==> config.mk <==
export PLATFORM = sky130hd
export DESIGN_NAME = slc3_datapath_gen2
export DESIGN_NICKNAME = d
export VERILOG_FILES = /design/src/rtl/slc3_gen2_pkg.sv /design/src/rtl/slc3_regfile_gen2.sv /design/src/rtl/slc3_datapath_gen2.sv
export SDC_FILE = /design/constraint.sdc
export NUM_CORES = 1
export LEC_CHECK = 0
export BUFFER_PORTS_ARGS = -buffer_cell sky130_fd_sc_hd__buf_2
export CAP_MARGIN = 20
export CORE_MARGIN = 4
export CORE_UTILIZATION = 61
export CTS_CLUSTER_DIAMETER = 120
export DETAILED_ROUTE_END_ITERATION = 16
export PLACE_DENSITY = 0.82
export SYNTH_ARGS = -nofsm -noshare
export SYNTH_HDL_FRONTEND = slang
export SYNTH_SLANG_ARGS = --single-unit
==> constraint.sdc <==
create_clock -name clk -period 5.5 [get_ports clk]
set_input_delay 0.825 -clock clk [delete_from_list [all_inputs] [get_ports clk]]
set_output_delay 0.825 -clock clk [all_outputs]
set_load 0.01 [all_outputs]
==> src/rtl/slc3_gen2_pkg.sv <==
// slc3_gen2_pkg: shared mux/ALU encodings, condition-code type, register count and sign-extension helper
package slc3_gen2_pkg;
  localparam int NREGS = 8;
  typedef enum logic [1:0] {PC_INC, PC_BUS, PC_ADDR, PC_HOLD} pcmux_e;
  typedef enum logic [1:0] {A2_ZERO, A2_OFF6, A2_OFF9, A2_OFF11} addr2mux_e;
  typedef enum logic [1:0] {ALU_ADD, ALU_AND, ALU_NOT, ALU_PASS} aluk_e;
  typedef enum logic {MDR_IDLE, MDR_WAIT} mdr_state_e;
  typedef struct packed {logic n; logic z; logic p;} nzp_t;
  // Sign-extends the low n bits of v to 64 bits; callers size the result down to the datapath width.
  function automatic logic [63:0] sext(input logic [15:0] v, input int n);
    logic [63:0] t;
    t = {48'b0, v} << (64 - n);
    return $signed(t) >>> (64 - n);
  endfunction
endpackage

==> src/rtl/slc3_regfile_gen2.sv <==
// slc3_regfile_gen2: 8xW register file, two combinational read ports, one synchronous write port
// Ports: clk/reset (async active-low); i_we/i_wsel/i_wdata write; i_rsel1/i_rsel2 -> o_rdata1/o_rdata2 reads.
module slc3_regfile_gen2
  import slc3_gen2_pkg::*;
#(
  parameter int W = 16
) (
  input  logic         clk,
  input  logic         reset,
  input  logic         i_we,
  input  logic [2:0]   i_wsel,
  input  logic [W-1:0] i_wdata,
  input  logic [2:0]   i_rsel1,
  input  logic [2:0]   i_rsel2,
  output logic [W-1:0] o_rdata1,
  output logic [W-1:0] o_rdata2
);
  logic [W-1:0] r_regs [NREGS];
  always_ff @(posedge clk or negedge reset)
    if (!reset) for (int i = 0; i < NREGS; i++) r_regs[i] <= '0;
    else if (i_we) r_regs[i_wsel] <= i_wdata;
  assign o_rdata1 = r_regs[i_rsel1];
  assign o_rdata2 = r_regs[i_rsel2];
endmodule

==> src/rtl/slc3_datapath_gen2.sv <==
// slc3_datapath_gen2: width-generic SLC-3 datapath (PC, IR, MAR, MDR, regfile, ALU, NZP/BEN, LED) on one gated bus
// Ports: clk, reset (async active-low); LD_* load enables; Gate* bus drivers; PCMUX/DRMUX/SR1MUX/ADDR1MUX/ADDR2MUX/ALUK
//        selects; MIO_EN/MDR_In/MEM_RDY memory load path; outputs BEN, IR/PC/MAR/MDR, MDR_BUSY, sticky BUS_ERR, LED.
module slc3_datapath_gen2
  import slc3_gen2_pkg::*;
#(
  parameter int          W      = 16,
  parameter int          LED_W  = 12,
  parameter logic [63:0] PC_RST = 64'h3000
) (
  input  logic             clk,
  input  logic             reset,
  input  logic             LD_REG,
  input  logic             LD_BEN,
  input  logic             LD_CC,
  input  logic             LD_IR,
  input  logic             LD_PC,
  input  logic             LD_MAR,
  input  logic             LD_MDR,
  input  logic             LD_LED,
  input  logic             GatePC,
  input  logic             GateMDR,
  input  logic             GateALU,
  input  logic             GateMARMUX,
  input  logic [1:0]       PCMUX,
  input  logic             DRMUX,
  input  logic             SR1MUX,
  input  logic             ADDR1MUX,
  input  logic [1:0]       ADDR2MUX,
  input  logic [1:0]       ALUK,
  input  logic             MIO_EN,
  input  logic [W-1:0]     MDR_In,
  input  logic             MEM_RDY,
  output logic             BEN,
  output logic [W-1:0]     IR_OUT,
  output logic [W-1:0]     PC_OUT,
  output logic [W-1:0]     MAR_OUT,
  output logic [W-1:0]     MDR_OUT,
  output logic             MDR_BUSY,
  output logic             BUS_ERR,
  output logic [LED_W-1:0] LED
);
  logic [W-1:0] r_pc, r_ir, r_mar, r_mdr;
  logic [LED_W-1:0] r_led;
  nzp_t r_nzp, w_nzp_next;
  logic r_ben, r_bus_err, w_ben_next, w_multi;
  mdr_state_e r_state, w_state_next;
  logic [W-1:0] w_mdr_next, w_sr1, w_sr2, w_alu_b, w_alu, w_addr1, w_addr2, w_addr, w_bus, w_pc_next;
  logic [15:0] w_ir;
  logic [2:0] w_ngate, w_sr1_sel, w_dr_sel;
  pcmux_e w_pcmux;
  addr2mux_e w_addr2mux;
  aluk_e w_aluk;
  assign w_ir       = r_ir[15:0];
  assign w_pcmux    = pcmux_e'(PCMUX);
  assign w_addr2mux = addr2mux_e'(ADDR2MUX);
  assign w_aluk     = aluk_e'(ALUK);
  assign w_sr1_sel  = SR1MUX ? w_ir[8:6] : w_ir[11:9];
  assign w_dr_sel   = DRMUX ? 3'd7 : w_ir[11:9];
  slc3_regfile_gen2 #(.W(W)) u_rf (
    .clk(clk), .reset(reset), .i_we(LD_REG), .i_wsel(w_dr_sel), .i_wdata(w_bus),
    .i_rsel1(w_sr1_sel), .i_rsel2(w_ir[2:0]), .o_rdata1(w_sr1), .o_rdata2(w_sr2)
  );
  assign w_alu_b = w_ir[5] ? W'(sext(w_ir, 5)) : w_sr2;
  assign w_alu   = w_aluk == ALU_ADD ? w_sr1 + w_alu_b :
                   w_aluk == ALU_AND ? w_sr1 & w_alu_b :
                   w_aluk == ALU_NOT ? ~w_sr1 : w_sr1;
  assign w_addr1 = ADDR1MUX ? w_sr1 : r_pc;
  assign w_addr2 = w_addr2mux == A2_OFF6 ? W'(sext(w_ir, 6)) :
                   w_addr2mux == A2_OFF9 ? W'(sext(w_ir, 9)) :
                   w_addr2mux == A2_OFF11 ? W'(sext(w_ir, 11)) : '0;
  assign w_addr  = w_addr1 + w_addr2;
  // Contending gates force the bus to zero so no register captures a mix of sources.
  assign w_ngate = 3'(GatePC) + 3'(GateMDR) + 3'(GateALU) + 3'(GateMARMUX);
  assign w_multi = w_ngate > 3'd1;
  assign w_bus   = w_multi ? '0 : GatePC ? r_pc : GateMDR ? r_mdr : GateALU ? w_alu : GateMARMUX ? w_addr : '0;
  assign w_pc_next = w_pcmux == PC_INC ? r_pc + 1'b1 :
                     w_pcmux == PC_BUS ? w_bus :
                     w_pcmux == PC_ADDR ? w_addr : r_pc;
  assign w_nzp_next = nzp_t'({w_bus[W-1], w_bus == '0, !w_bus[W-1] && w_bus != '0});
  assign w_ben_next = (w_ir[11] & r_nzp.n) | (w_ir[10] & r_nzp.z) | (w_ir[9] & r_nzp.p);
  // A memory load without data ready parks in WAIT; further LD_MDR is ignored until MEM_RDY arrives.
  always_comb begin
    w_state_next = r_state;
    w_mdr_next = r_mdr;
    if (r_state == MDR_IDLE) begin
      if (LD_MDR && !MIO_EN) w_mdr_next = w_bus;
      else if (LD_MDR && MEM_RDY) w_mdr_next = MDR_In;
      else if (LD_MDR) w_state_next = MDR_WAIT;
    end else if (MEM_RDY) begin
      w_mdr_next = MDR_In;
      w_state_next = MDR_IDLE;
    end
  end
  always_ff @(posedge clk or negedge reset)
    if (!reset) begin
      r_pc <= W'(PC_RST);
      r_ir <= '0;
      r_mar <= '0;
      r_mdr <= '0;
      r_led <= '0;
      r_nzp <= nzp_t'(3'b010);
      r_ben <= 1'b0;
      r_bus_err <= 1'b0;
      r_state <= MDR_IDLE;
    end else begin
      if (LD_PC) r_pc <= w_pc_next;
      if (LD_IR) r_ir <= w_bus;
      if (LD_MAR) r_mar <= w_bus;
      if (LD_LED) r_led <= w_ir[LED_W-1:0];
      if (LD_CC) r_nzp <= w_nzp_next;
      if (LD_BEN) r_ben <= w_ben_next;
      if (w_multi) r_bus_err <= 1'b1;
      r_mdr <= w_mdr_next;
      r_state <= w_state_next;
    end
  assign BEN      = r_ben;
  assign IR_OUT   = r_ir;
  assign PC_OUT   = r_pc;
  assign MAR_OUT  = r_mar;
  assign MDR_OUT  = r_mdr;
  assign MDR_BUSY = r_state == MDR_WAIT;
  assign BUS_ERR  = r_bus_err;
  assign LED      = r_led;
endmodule
# Word level (Yosys, flattened, before mapping)
# Cells that the tools add are included.
[totals] regBits=210 in_bits=41 out_inout_bits=79
[classes] add_sub_neg=6 n_lt_le_gt_ge=5 eq_ne=8 mux=36 n_bitwise=10 reduce_logical=14
[op_table] cell="16-bit 2-to-1 mux" n=25
[op_table] cell="128-bit bitwise mux" n=1
[op_table] cell="16-bit binary-select mux with 3-bit select" n=2
[op_table] cell="16-bit demux with 3-bit select" n=1
[op_table] cell="16-bit adder" n=2
[op_table] cell="16-bit by 1-bit adder with 16-bit output (second input constant)" n=1
[op_table] cell="16-bit AND" n=1
[op_table] cell="16-bit zero test" n=1
[op_table] cell="16-bit NOT" n=1
[op_table] cell="16-bit nonzero test" n=1
[op_table] cell="4-bit >= comparator (second input constant)" n=3
[op_table] cell="3-bit NOT with 4-bit output" n=3
[op_table] cell="2-bit == test (second input constant)" n=4
[op_table] cell="2-bit by 1-bit == test with 1-bit output (second input constant)" n=3
[op_table] cell="3-bit 2-to-1 mux" n=2
[op_table] cell="3-bit nonzero test" n=2
[op_table] cell="1-bit 2-to-1 mux" n=5
[op_table] cell="1-bit logical AND" n=4
[op_table] cell="2-bit zero test" n=2
[op_table] cell="4-bit by 1-bit less-than comparator with 1-bit output (second input constant)" n=1
[op_table] cell="2-bit AND reduction" n=2
[op_table] cell="2-bit by 1-bit adder with 3-bit output" n=1
[op_table] cell="3-bit by 1-bit adder with 3-bit output" n=1
[op_table] cell="1-bit AND" n=3
[op_table] cell="5 further kinds" n=7

# Logic depth before layout (Yosys ltp)
# Gate-level depths: netlist of run 1.
[logic_depth] ltp_word=15 mapped_depth=23 mapped_depth_nobuf=18

# Cells and area by module
# Synthesis of run 1 repeated with hierarchy kept, for this count alone.
[hier_totals] hier_cells=1214 hier_area_um2=14099.8
[modules_own_cells] mod="slc3_datapath_gen2" instances=1 cells_per_inst=821 area_per_inst_um2=7099.3
[modules_own_cells] mod="slc3_regfile_gen2" instances=1 cells_per_inst=393 area_per_inst_um2=7000.5

# Worst setup path after synthesis of run 1
# Ideal clock, no wire load.
[synth_path] kind="in2reg" from="in SR1MUX" to="reg r_nzp[1] in the netlist's numbering" t_arrival_ps=4934 t_required_ps=5411 setup_slack_ps=477 cell_stages=20 path_buffers=4 path_cell_list="mux2_1 -> buf_6 -> buf_6 -> buf_2 -> buf_4 -> mux2i_1 -> o22ai_1 -> a21oi_1 -> inv_1 -> ha_1 -> and3_1 -> a221o_1 -> a221o_1 -> a31oi_1 -> mux2i_1 -> o2111ai_1 -> o21a_1 -> nand4b_1 -> or4_4 -> o32ai_2"
[synth_between] elab_chain_len=14
[synth_lines] element="start, declared" line="slc3_datapath_gen2.sv:27" source="input logic SR1MUX,"
[synth_lines] element="3-bit 2-to-1 mux *" line="slc3_datapath_gen2.sv:58" source="assign w_sr1_sel = SR1MUX ? w_ir[8:6] : w_ir[11:9];"
[synth_lines] element="3-bit NOT with 4-bit output (not written as such) *" line="slc3_regfile_gen2.sv:22" source="assign o_rdata1 = r_regs[i_rsel1];"
[synth_lines] element="16-bit binary-select mux with 3-bit select *" line="slc3_regfile_gen2.sv:22"
[synth_lines] element="16-bit 2-to-1 mux (not written as such) * (2 in a row)" line="slc3_regfile_gen2.sv:22"
[synth_lines] element="parallel branches: the longest is 4 deep, another holds 16-bit adder"
[synth_lines] element="16-bit 2-to-1 mux * (4 in a row)" line="slc3_datapath_gen2.sv:76" source="assign w_bus = w_multi ? '0 : GatePC ? r_pc : GateMDR ? r_mdr : GateALU ? w_alu : GateMARMUX ? w_addr : '0;"
[synth_lines] element="16-bit zero test *" line="slc3_datapath_gen2.sv:80" source="assign w_nzp_next = nzp_t'({w_bus[W-1], w_bus == '0, !w_bus[W-1] && w_bus != '0});"
[synth_lines] element="end signal, assigned" line="slc3_datapath_gen2.sv:102" source="r_nzp <= nzp_t'(3'b010);"
[synth_lines] element="end signal, assigned" line="slc3_datapath_gen2.sv:111" source="if (LD_CC) r_nzp <= w_nzp_next;"
[synth_lines] element="end, declared" line="slc3_datapath_gen2.sv:45" source="nzp_t r_nzp, w_nzp_next;"
# Every way passes the cells marked *. The select of a mux whose other input is x is not followed.
# A chain may end at the register's enable or synchronous reset.

# Worst setup path in the final report of run 1
[layout_path] from="reg r_ir[10] (netlist: IR_OUT[10])" to="reg r_nzp[1] in the netlist's numbering"
[layout_between] elab_chain_len=14
[layout_lines] element="start, declared" line="slc3_datapath_gen2.sv:43" source="logic [W-1:0] r_pc, r_ir, r_mar, r_mdr;"
[layout_lines] element="start signal, assigned" line="slc3_datapath_gen2.sv:108" source="if (LD_IR) r_ir <= w_bus;"
[layout_lines] element="parallel branches: the longest is 9 deep, another holds 16-bit adder"
[layout_lines] element="16-bit 2-to-1 mux * (4 in a row)" line="slc3_datapath_gen2.sv:76"
[layout_lines] element="16-bit zero test *" line="slc3_datapath_gen2.sv:80"
# Marked as above.

==> results by group, run 1 <==
Setup path
  – Startpoint Class: register
  – Crit path buf inv count: 2
  – CP Capture Type: register
  – CP Data Required Time: 5.94 ns
  – Crit path cell chain: buf_4 > nor2b_1 > a22oi_1 > o221ai_1 > a222oi_1 > buf_4 > mux2_2 > ha_1 > a211oi_1 > o21ai_0 > a21o_1 > a21oi_1 > xor2_2 > o21ai_0 > a32oi_1 > nand4b_1 > or4_4 > o32ai_2
  – Critical Path AT: 5.72 ns
  – Delay-heaviest family, CP: compound AO/OA/AOI/OAI gates
  – Critical path peak fanout: 15
  – Largest stage delay, worst path: 0.47 ns
  – CP Class: reg -> reg
  – CP max stage cell: or4_4

Hold path
  – Worst Hold Class: in -> async

Timing
  – Clk_skew: 0.01823 ns
  – Fin worst setup slack: 0.2204 ns
  – RSZ-0062 raised after global routing: false
  – Relative slew slack: 36.78%
  – Max Slew Vio Count: 0
  – Setup violators final: 0
  – Min Tclk post-route: 5.280 ns
  – Fmax: 189.4 MHz
  – Tcrit/Tclk final: 95.99%
  – Fin. Hold Viols: 0
  – Worst-margin pin slew: 0.9441 ns

Global routing
  – Largest net degree at the start of global routing: 120
  – Initial antenna violation count: 1
  – GRT Util Overall: 41.00%
  – Global route overflow: 0
  – Vias in the first global route: 12993
  – First-pass GRT wire length: 77930 µm

Die
  – I/O pins: 120
  – Chip width: 158.4 µm
  – Die ar.: 0.02508 mm²
  – Row count: 54
  – Initial core utilization: 62.62%
  – Vert. Die Dim: 158.4 µm
  – Core ar.: 0.02203 mm²

Route
  – Met3 routed WL: 6507 µm
  – Met2 Wirelength: 22600 µm
  – Via count: 13566
  – Detailed-route DRC error count: 0
  – Detail-routed via count per cell: 6.886
  – Routed wire per std cell: 26.24 µm
  – Wl on met1: 19400 µm
  – TritonRoute pass-1 iters: 7
  – Wirelength, routed: 51690 µm
  – Top Layer Used: met4
  – Number of routed nets with antenna violations: 0
  – DR iter-0 viols: 1718

Clocking
  – CTS tree: done
  – Post-CTS repair timing setup buffer count: 0
  – Later-pin clock latency in the skew report: 0.54 ns
  – Clock root cell: clkbuf_16
  – Clk slew on worst S/H paths: 0.06 ns
  – CTS max path bufs: 3
  – CTS buffer count: 23
  – Clk sinks: 210
  – H-tree levels: 1

Logic synthesis
  – Yosys warns: 0
  – Main synth FF type: dfrtp_1
  – Synthesized Nets: 1639
  – Avg Inst Size Synth: 8.830 µm²
  – Synth async-reset ratio: 100.0%
  – Mapped Area: 0.01379 mm²
  – Cell variety after synth: 75
  – Cells after Synth: 1562
  – Post-synthesis sequential area ratio: 38.13%
  – EDFF count, synth: 0
  – Yosys reg bits: 210

Job
  – Max_cap viols: 0

Cells and area
  – Post-Route Utilization: 71.59%
  – Commonest non-fill, non-tap cell in the layout: nand2_1
  – # nets final: 1750
  – Non-filler cells, final: 1970
  – Syn-to-layout area delta: 14.31%
  – Most frequent cells in the layout: nand2_1 (227), dfrtp_1 (205), o21ai_0 (141)
  – Layout cells sized above 1: 20.90%

Placement
  – Post-detail-place hpwl: 36990 µm
  – I/O Buffers: 119
  – Placed instance count: 1926
  – Setup WS pre-CTS: -0.2502 ns
  – Final Wtd Congestion: 1.026

Power
  – Pwr dens: 500.0 mW/mm²
  – Maximum vdd drop: 0.0003530 V
  – Leakage: 7.208 nW
  – Pwr Total: 7.883 mW

Run status
  – Status: finished clean
power by group:
part / switching [mW] / internal [mW] / total, mW / leakage (nW)
Combinational: 2.13 / 1.52 / 3.65 / 4.11
Sequential: 0.571 / 2.01 / 2.58 / 2.70
Clock: 0.681 / 0.976 / 1.66 / 0.397
Total: 3.38 / 4.50 / 7.88 / 7.21
area by class of cell:
class                   instances  area (µm²)
inverters                      49       183.9
well taps                     280       350.3
multi-input cells            1188        7889
flip-flops and latches        210        5261
repair buffers                201        1269
diodes                          1       2.502
clock inverters                 9       122.6
clock buffers                  32       689.4
fillers                      1710        6259
synth_stat cells (all sizes together) (4+ instances only):
| library cell | number | area share (%) |
|---|---|---|
| a211oi | 19 | 1.0 |
| a21o | 15 | 0.82 |
| a21oi | 130 | 4.7 |
| a221oi | 4 | 0.25 |
| a222oi | 9 | 0.65 |
| a22oi | 15 | 0.82 |
| a31oi | 25 | 1.1 |
| a32oi | 9 | 0.57 |
| and2 | 9 | 0.41 |
| and3 | 10 | 0.45 |
| buf | 26 | 1.2 |
| clkbuf | 89 | 2.4 |
| dfrtp | 207 | 38 |
| ha | 33 | 3.0 |
| inv | 47 | 1.3 |
| mux2 | 57 | 4.7 |
| mux2i | 56 | 4.1 |
| mux4 | 32 | 5.2 |
| nand2 | 227 | 6.2 |
| nand2b | 7 | 0.32 |
| nand3 | 30 | 1.1 |
| nand4 | 4 | 0.18 |
| nor2 | 128 | 3.5 |
| nor2b | 36 | 1.6 |
| nor3 | 9 | 0.33 |
| o2111ai | 4 | 0.30 |
| o211ai | 8 | 0.44 |
| o21a | 12 | 0.65 |
| o21ai | 158 | 5.8 |
| o221ai | 8 | 0.51 |
| o22a | 7 | 0.45 |
| o22ai | 25 | 1.3 |
| o31ai | 12 | 0.65 |
| or2 | 5 | 0.23 |
| or3 | 6 | 0.27 |
| xnor2 | 28 | 1.8 |
| xor2 | 15 | 0.95 |
worst reg2reg max path: stages, from the launching register on:
cell and delay [ns]:
dfrtp_1 0.46, buf_4 0.24, nor2b_1 0.18, a22oi_1 0.34
o221ai_1 0.23, a222oi_1 0.45, buf_4 0.21, mux2_2 0.15
ha_1 0.29, a211oi_1 0.30, o21ai_0 0.22, a21o_1 0.25
a21oi_1 0.23, xor2_2 0.30, o21ai_0 0.16, a32oi_1 0.29
nand4b_1 0.17, or4_4 0.47, o32ai_2 0.27
logic make-up (layout without fill, tap and decap cells):
kind of cell    Yosys count  count (layout)  synth area share [%]
mux                     145             145                 13.94
buf+inv                 164             291                 4.907
xor+xnor                 43              43                 2.730
flops                   210             210                 38.13
compound gates          484             484                 21.75
other cells               0               1                     0
fa+ha+maj                36              36                 3.429
simple gates            480             480                 15.11
path summary, 6_finish.rpt:
kind | slack [ns] | startpoint | to | cells after the start
min in group clk | 0.48 | LD_BEN | BEN | 2
worst min register to register | 0.48 | BUS_ERR | BUS_ERR | 1
worst max register to register | 0.22 | IR_OUT[10] | r_nzp[1] | 18
worst min-delay path | 0.35 | reset | u_rf.r_regs[23] | 1
worst max-delay path | 0.22 | IR_OUT[10] | r_nzp[1] | 18
max in group asynchronous | 4.03 | reset | MDR_OUT[2] | 2
flip-flops by register name, indices dropped and copies added (netlist names):
name,cells
PC_OUT,16
MDR_BUSY,1
MAR_OUT,16
BUS_ERR,1
LED,12
u_rf.r_regs,128
r_nzp,3
MDR_OUT,16
BEN,1
IR_OUT,16
through the flow:
step / TNS (ns) / cell area [µm²] / hold slack [ns]
6_report: 0 / 15770 / 0.3502
3_5_place_dp: -0.5469 / 14920 / 0.4604
2_1_floorplan: 0 / 13790 / 0.4603
5_1_grt: 0 / 15770 / 0.4082
4_1_cts: 0 / 15730 / 0.3887
3_3_place_gp: -0.3670 / 14920 / 0.4509
per-layer routing:
layer,track usage (%),vias up
met4,20.43,0
met3,10.08,212
li1,-,5845
met5,0,-
met2,61.13,979
met1,56.22,6530
timing repair:
action	4_1_cts	5_1_grt
hold buffers	0	0
resized for setup	0	3
setup endpoints to repair	0	3
endpoints found under the hold margin	0	0
Power figures use the tool's default switching activity.
==> inputs of run 2 (changes only) <==
--- a/config.mk
+++ b/config.mk
@@ -11,7 +11,7 @@
 export CORE_UTILIZATION = 61
 export CTS_CLUSTER_DIAMETER = 120
 export DETAILED_ROUTE_END_ITERATION = 16
-export PLACE_DENSITY = 0.82
+export PLACE_DENSITY = 0.81
 export SYNTH_ARGS = -nofsm -noshare
 export SYNTH_HDL_FRONTEND = slang
 export SYNTH_SLANG_ARGS = --single-unit
==> results by group, run 2 (same netlist as run 1, synthesis figures left out) <==
Placement
  – Final Wtd Congestion: 1.038 (+1.1%)
  – Post-detail-place hpwl: 35710 µm (-3.4%)
  – Placed instance count: 1920 (-0.31%)
  – I/O Buffers: 119 (unchanged)

Route
  – TritonRoute pass-1 iters: 7 (unchanged)
  – Via count: 13609 (+0.32%)
  – Routed wire per std cell: 25.83 µm (-1.6%)
  – Wirelength, routed: 50680 µm (-2.0%)
  – Detailed-route DRC error count: 0 (unchanged)
  – Detail-routed via count per cell: 6.936 (+0.73%)
  – Number of routed nets with antenna violations: 0 (unchanged)
  – DR iter-0 viols: 1967 (+14%)

Run status
  – Status: finished clean

Timing
  – Fin. Hold Viols: 0 (unchanged)
  – RSZ-0062 raised after global routing: false
  – Max Slew Vio Count: 0 (unchanged)
  – Fmax: 188.6 MHz (-0.40%)
  – Worst-margin pin slew: 0.9917 ns (+0.04755 ns)
  – Tcrit/Tclk final: 96.38% (+0.39 points)
  – Setup violators final: 0 (unchanged)
  – Clk_skew: 0.01002 ns (-0.008215 ns)
  – Setup TNS: 0 ns (unchanged)
  – Min Tclk post-route: 5.301 ns (+0.02144 ns)
  – Relative slew slack: 33.89% (-2.9 points)

Cells and area
  – Biggest register: u_rf.r_regs
  – Max reg flops: 128 (unchanged)
  – Post-Route Utilization: 71.39% (-0.19 points)
  – Reg area: 0.005260 mm² (about the same)
  – # diodes: 0 (-1)
  – Commonest non-fill, non-tap cell in the layout: nand2_1
  – Syn-to-layout area delta: 14.01%
  – Layout cells sized above 1: 20.27% (-0.63 points)
  – Layout fillers: 1669 (-2.4%)
  – # nets final: 1744 (-0.34%)
  – Most frequent cells in the layout: nand2_1 (227), dfrtp_1 (206), o21ai_0 (141)
  – Area occupied by multi-input gates: 0.007881 mm² (about the same)
  – Non-filler cells, final: 1962 (-0.41%)

Setup path
  – Largest stage delay, worst path: 0.66 ns (+0.19 ns)
  – Worst R2R Setup Slack: 0.20 ns (-0.02 ns)
  – CP Data Required Time: 5.95 ns (about the same)
  – Critical Path AT: 5.75 ns (+0.03 ns)
  – Critical path peak fanout: 10 (-5)
  – Worst Reg2Reg Path Length in Cells: 18 (unchanged)
  – Cell mode on critical path: a21oi_1
  – Worst reg2reg path startpoint: IR_OUT[10]
  – Startpoint Class: register
  – Crit path cell chain: or2_1 > o22a_1 > o22ai_1 > a21oi_1 > inv_1 > ha_1 > inv_1 > fa_1 > nor2b_1 > o2111ai_1 > a21oi_1 > a31oi_1 > xor2_1 > a211oi_1 > a21oi_1 > nand2_1 > or4_4 > o32ai_2
  – CP max stage cell: or2_1
  – CP Capture Type: register
  – CP Class: reg -> reg
  – Worst reg2reg path endpoint: r_nzp[1]

Clocking
  – Clk slew on worst S/H paths: 0.06 ns (about the same)
  – H-tree levels: 1 (unchanged)
  – Clk sinks: 210 (unchanged)
  – Post-CTS repair timing setup buffer count: 0 (unchanged)
  – CTS max path bufs: 3 (unchanged)
  – CTS tree: done
  – CTS resizes: 0 (unchanged)
  – Hold buffer count at CTS: 0 (unchanged)
  – CTS buffer count: 23 (unchanged)
  – Later-pin clock latency in the skew report: 0.54 ns (about the same)
  – Clock root cell: clkbuf_16

Global routing
  – Global routing met3 resource utilization: 10.27% (+0.19 points)
  – First-pass GRT wire length: 77010 µm (-1.2%)
  – Met1 Resource Use GR: 54.62% (-1.6 points)
  – GRT Util Overall: 40.14% (-0.86 points)
  – Largest net degree at the start of global routing: 121 (+0.83%)
  – Met2 Use GR: 61.01% (-0.12 points)
  – Vias in the first global route: 13091 (+0.75%)
  – Global route overflow: 0 (unchanged)
  – Initial antenna violation count: 2 (+1)
  – Most crowded layer after global routing: met2

Die
  – Vert. Die Dim: 158.4 µm (unchanged)
  – Core ar.: 0.02203 mm² (unchanged)
  – Die ar.: 0.02508 mm² (unchanged)
  – Initial core utilization: 62.62% (unchanged)
  – Chip width: 158.4 µm (unchanged)
  – I/O pins: 120 (unchanged)
  – Row count: 54 (unchanged)

Job
  – Max_cap viols: 0 (unchanged)

Power
  – Pwr Total: 7.781 mW (-1.3%)
  – Maximum vdd drop: 0.0003498 V (-0.93%)
  – Leakage: 7.193 nW (-0.20%)
  – Pwr dens: 494.8 mW/mm² (-1.0%)

Hold path
  – Worst Hold Class: in -> async
==> run 2: worst max path at each step <==
stage / endpoint / slack (ns) / from
floorplan: r_nzp[1] / 0.48 / SR1MUX
global placement: r_nzp[1] / 0.11 / SR1MUX
CTS: r_nzp[1] / 0.37 / IR_OUT[0]
finish: r_nzp[1] / 0.20 / IR_OUT[10]
detailed placement: r_nzp[1] / -0.08 / SR1MUX
global route: r_nzp[1] / 0.008 / IR_OUT[0]
==> run 2: area by class of cell <==
type,count,area share (%)
clock inverters,9,0.8832
clock buffers,31,4.106
flip-flops and latches,210,33.45
multi-input cells,1188,50.12
inverters,49,1.170
repair buffers,195,8.044
well taps,280,2.228
==> run 2: metal layers <==
layer / vias up / wire length [µm]
met2: 999 / 22550
met3: 250 / 6244
li1: 5839 / -
met1: 6519 / 18940
met5: - / 13
met4: 2 / 2935
==> run 2: power breakdown <==
part / total (mW) / internal, mW / switching, mW
registers: 2.53 / 2.01 / 0.521
logic: 3.62 / 1.51 / 2.11
clock network: 1.63 / 0.967 / 0.663
total: 7.78 / 4.49 / 3.30
==> run 2: stage by stage <==
stage / hold slack [ns] / worst slack [ns] / area (µm²)
final: 0.3921 / 0.1990 / 15730
after global routing: 0.4792 / 0.007914 / 15730
after CTS: 0.4442 / 0.3704 / 15700
after detailed placement: 0.4533 / -0.08098 / 14920
after global placement: 0.4592 / 0.1091 / 14880
after floorplan: 0.4603 / 0.4769 / 13790
==> run 2: worst max-delay path, delay by kind of cell (launching register included) <==
kind,cells,cell delay [ns]
adder cells (fa/ha/maj),2,0.47
buffers and inverters,2,0.17
XOR/XNOR,1,0.21
AO/OA/AOI/OAI,9,2.33
AND/OR/NAND/NOR,4,1.41
flip-flops,1,0.62
==> inputs of run 3 (changes only) <==
--- a/config.mk
+++ b/config.mk
@@ -8,10 +8,10 @@
 export BUFFER_PORTS_ARGS = -buffer_cell sky130_fd_sc_hd__buf_2
 export CAP_MARGIN = 20
 export CORE_MARGIN = 4
-export CORE_UTILIZATION = 61
+export CORE_UTILIZATION = 65
 export CTS_CLUSTER_DIAMETER = 120
 export DETAILED_ROUTE_END_ITERATION = 16
-export PLACE_DENSITY = 0.81
+export PLACE_DENSITY = 0.86
 export SYNTH_ARGS = -nofsm -noshare
 export SYNTH_HDL_FRONTEND = slang
 export SYNTH_SLANG_ARGS = --single-unit
==> constraint.sdc (replaced) <==
create_clock -name clk -period 6.9 [get_ports clk]
set_input_delay 1.035 -clock clk [delete_from_list [all_inputs] [get_ports clk]]
set_output_delay 1.035 -clock clk [all_outputs]
set_load 0.01 [all_outputs]
==> results by group, run 3 (same netlist as run 1, synthesis figures left out) <==
Job
  – Max_cap viols: 0 (unchanged)

Die
  – Row count: 53 (-1.9%)
  – Chip width: 153.7 µm (-3.0%)
  – Vert. Die Dim: 153.7 µm (-3.0%)
  – Initial core utilization: 65.82% (+3.2 points)
  – I/O pins: 120 (unchanged)
  – Die ar.: 0.02361 mm² (-5.8%)
  – Core ar.: 0.02096 mm² (-4.9%)

Setup path
  – Critical path peak fanout: 31 (+21)
  – Crit path cell chain: mux2_2 > mux2i_1 > o22ai_1 > a21oi_1 > inv_1 > ha_1 > and3_1 > a221o_1 > a221o_1 > a31oi_1 > mux2i_1 > o2111ai_1 > o21a_1 > nand4b_1 > or4_4 > o32ai_2
  – Largest stage delay, worst path: 0.87 ns (+0.21 ns)
  – CP Capture Type: register
  – Critical Path AT: 6.52 ns (+0.77 ns)
  – CP Data Required Time: 7.32 ns (+1.37 ns)
  – Crit path buf inv count: 1 (-1)
  – CP Class: reg -> reg
  – CP max stage cell: mux2_2
  – Delay-heaviest family, CP: compound AO/OA/AOI/OAI gates
  – Startpoint Class: register

Cells and area
  – Max reg flops: 128 (unchanged)
  – Biggest register: u_rf.r_regs
  – Reg area: 0.005260 mm² (unchanged)
  – Layout cells sized above 1: 18.85% (-1.4 points)
  – # nets final: 1711 (-1.9%)
  – Most frequent cells in the layout: nand2_1 (227), dfrtp_1 (206), o21ai_0 (141)
  – Commonest non-fill, non-tap cell in the layout: nand2_1
  – Syn-to-layout area delta: 12.07%
  – Layout fillers: 1556 (-6.8%)
  – Area occupied by multi-input gates: 0.007881 mm² (unchanged)
  – # diodes: 0 (unchanged)

Route
  – Wirelength, routed: 51630 µm (+1.9%)
  – TritonRoute pass-1 iters: 6 (-1)
  – Detail-routed via count per cell: 7.076 (+2.0%)
  – DR iter-0 viols: 2131 (+8.3%)
  – Via count: 13621 (+0.088%)
  – Routed wire per std cell: 26.82 µm (+3.8%)
  – Detailed-route DRC error count: 0 (unchanged)
  – Number of routed nets with antenna violations: 0 (unchanged)

Power
  – Maximum vdd drop: 0.0002606 V (-26%)
  – Pwr dens: 398.3 mW/mm² (-20%)
  – Leakage: 7.018 nW (-2.4%)

Timing
  – Max Slew Vio Count: 0 (unchanged)
  – Relative slew slack: 28.94% (-5.0 points)
  – Fin worst setup slack: 0.8007 ns (+0.6017 ns)
  – Min Tclk post-route: 6.099 ns (+0.7983 ns)
  – Worst-margin pin slew: 1.066 ns (+0.07427 ns)
  – Tcrit/Tclk final: 88.40% (-8.0 points)
  – Fin. Hold Viols: 0 (unchanged)
  – Setup TNS: 0 ns (unchanged)
  – Fmax: 164.0 MHz (-13%)
  – Clk_skew: 0.01945 ns (+0.009439 ns)
  – Setup violators final: 0 (unchanged)
  – RSZ-0062 raised after global routing: false

Placement
  – I/O Buffers: 119 (unchanged)
  – Post-detail-place hpwl: 36030 µm (+0.87%)
  – Setup WS pre-CTS: 0.6732 ns (+0.7542 ns)
  – Final Wtd Congestion: 1.056 (+1.8%)

Hold path
  – Worst Hold Class: in -> async

Global routing
  – Initial antenna violation count: 1 (-1)
  – Vias in the first global route: 13261 (+1.3%)
  – Global route overflow: 0 (unchanged)
  – First-pass GRT wire length: 78730 µm (+2.2%)
  – GRT Util Overall: 43.00% (+2.9 points)
  – Largest net degree at the start of global routing: 180 (+49%)

Clocking
  – CTS max path bufs: 3 (unchanged)
  – CTS tree: done
  – Clock root cell: clkbuf_16
  – CTS resizes: 0 (unchanged)
  – CTS buffer count: 22 (-4.3%)
  – Post-CTS repair timing setup buffer count: 0 (unchanged)
  – Later-pin clock latency in the skew report: 0.52 ns (-0.02 ns)
  – Clk sinks: 210 (unchanged)
  – H-tree levels: 1 (unchanged)
  – Hold buffer count at CTS: 0 (unchanged)
  – Clk slew on worst S/H paths: 0.07 ns (about the same)

Run status
  – Status: finished clean
-- run 3: through the flow --
step	hold WS [ns]	util, %	total power, mW	cells	area, µm²
floorplan	0.4603	-	3.764	1562	13790
global placement	0.4557	69.70	4.635	1882	14610
detailed placement	0.4522	69.97	4.712	1884	14660
CTS	0.4201	73.73	6.032	1924	15450
global route	0.4300	73.77	6.439	1925	15460
finish	0.4164	73.77	6.157	1925	15460
-- run 3: path summary, 6_finish.rpt --
kind | startpoint | to | slack (ns) | depth (start not counted)
setup / recovery | IR_OUT[6] | r_nzp[1] | 0.80 | 16
hold / removal | reset | PC_OUT[14] | 0.42 | 1
setup reg to reg | IR_OUT[6] | r_nzp[1] | 0.80 | 16
hold reg to reg | BUS_ERR | BUS_ERR | 0.47 | 1
max in group asynchronous | reset | IR_OUT[0] | 5.11 | 2
min in group clk | BUS_ERR | BUS_ERR | 0.47 | 1
-- run 3: metal layers --
metal,GRT usage [%],vias to the layer above,share of wire [%]
li1,-,5772,-
met1,55.41,6477,35
met2,67.16,1102,45
met3,10.30,268,13
met4,24.22,2,7.0
met5,0,-,0.037
-- run 3: area by class of cell --
type	count	share of cell area [%]
clock buffers	29	4.128
multi-input cells	1188	50.98
repair buffers	163	6.467
clock inverters	11	0.9794
flip-flops and latches	210	34.03
well taps	275	2.226
inverters	49	1.190
-- run 3: report_power, final --
part / total [mW] / switching [mW] / internal, mW
clock network: 1.29 / 0.522 / 0.770
registers: 2.06 / 0.456 / 1.60
logic: 2.81 / 1.68 / 1.12
total: 6.16 / 2.66 / 3.49
-- run 3: worst register-to-register path: stages, from the launching register on --
cell and delay (ns):
dfrtp_1 0.84, mux2_2 0.87, mux2i_1 0.30, o22ai_1 0.09, a21oi_1 0.49, inv_1 0.10
ha_1 0.38, and3_1 0.24, a221o_1 0.32, a221o_1 0.31, a31oi_1 0.18, mux2i_1 0.25
o2111ai_1 0.18, o21a_1 0.41, nand4b_1 0.29, or4_4 0.47, o32ai_2 0.29
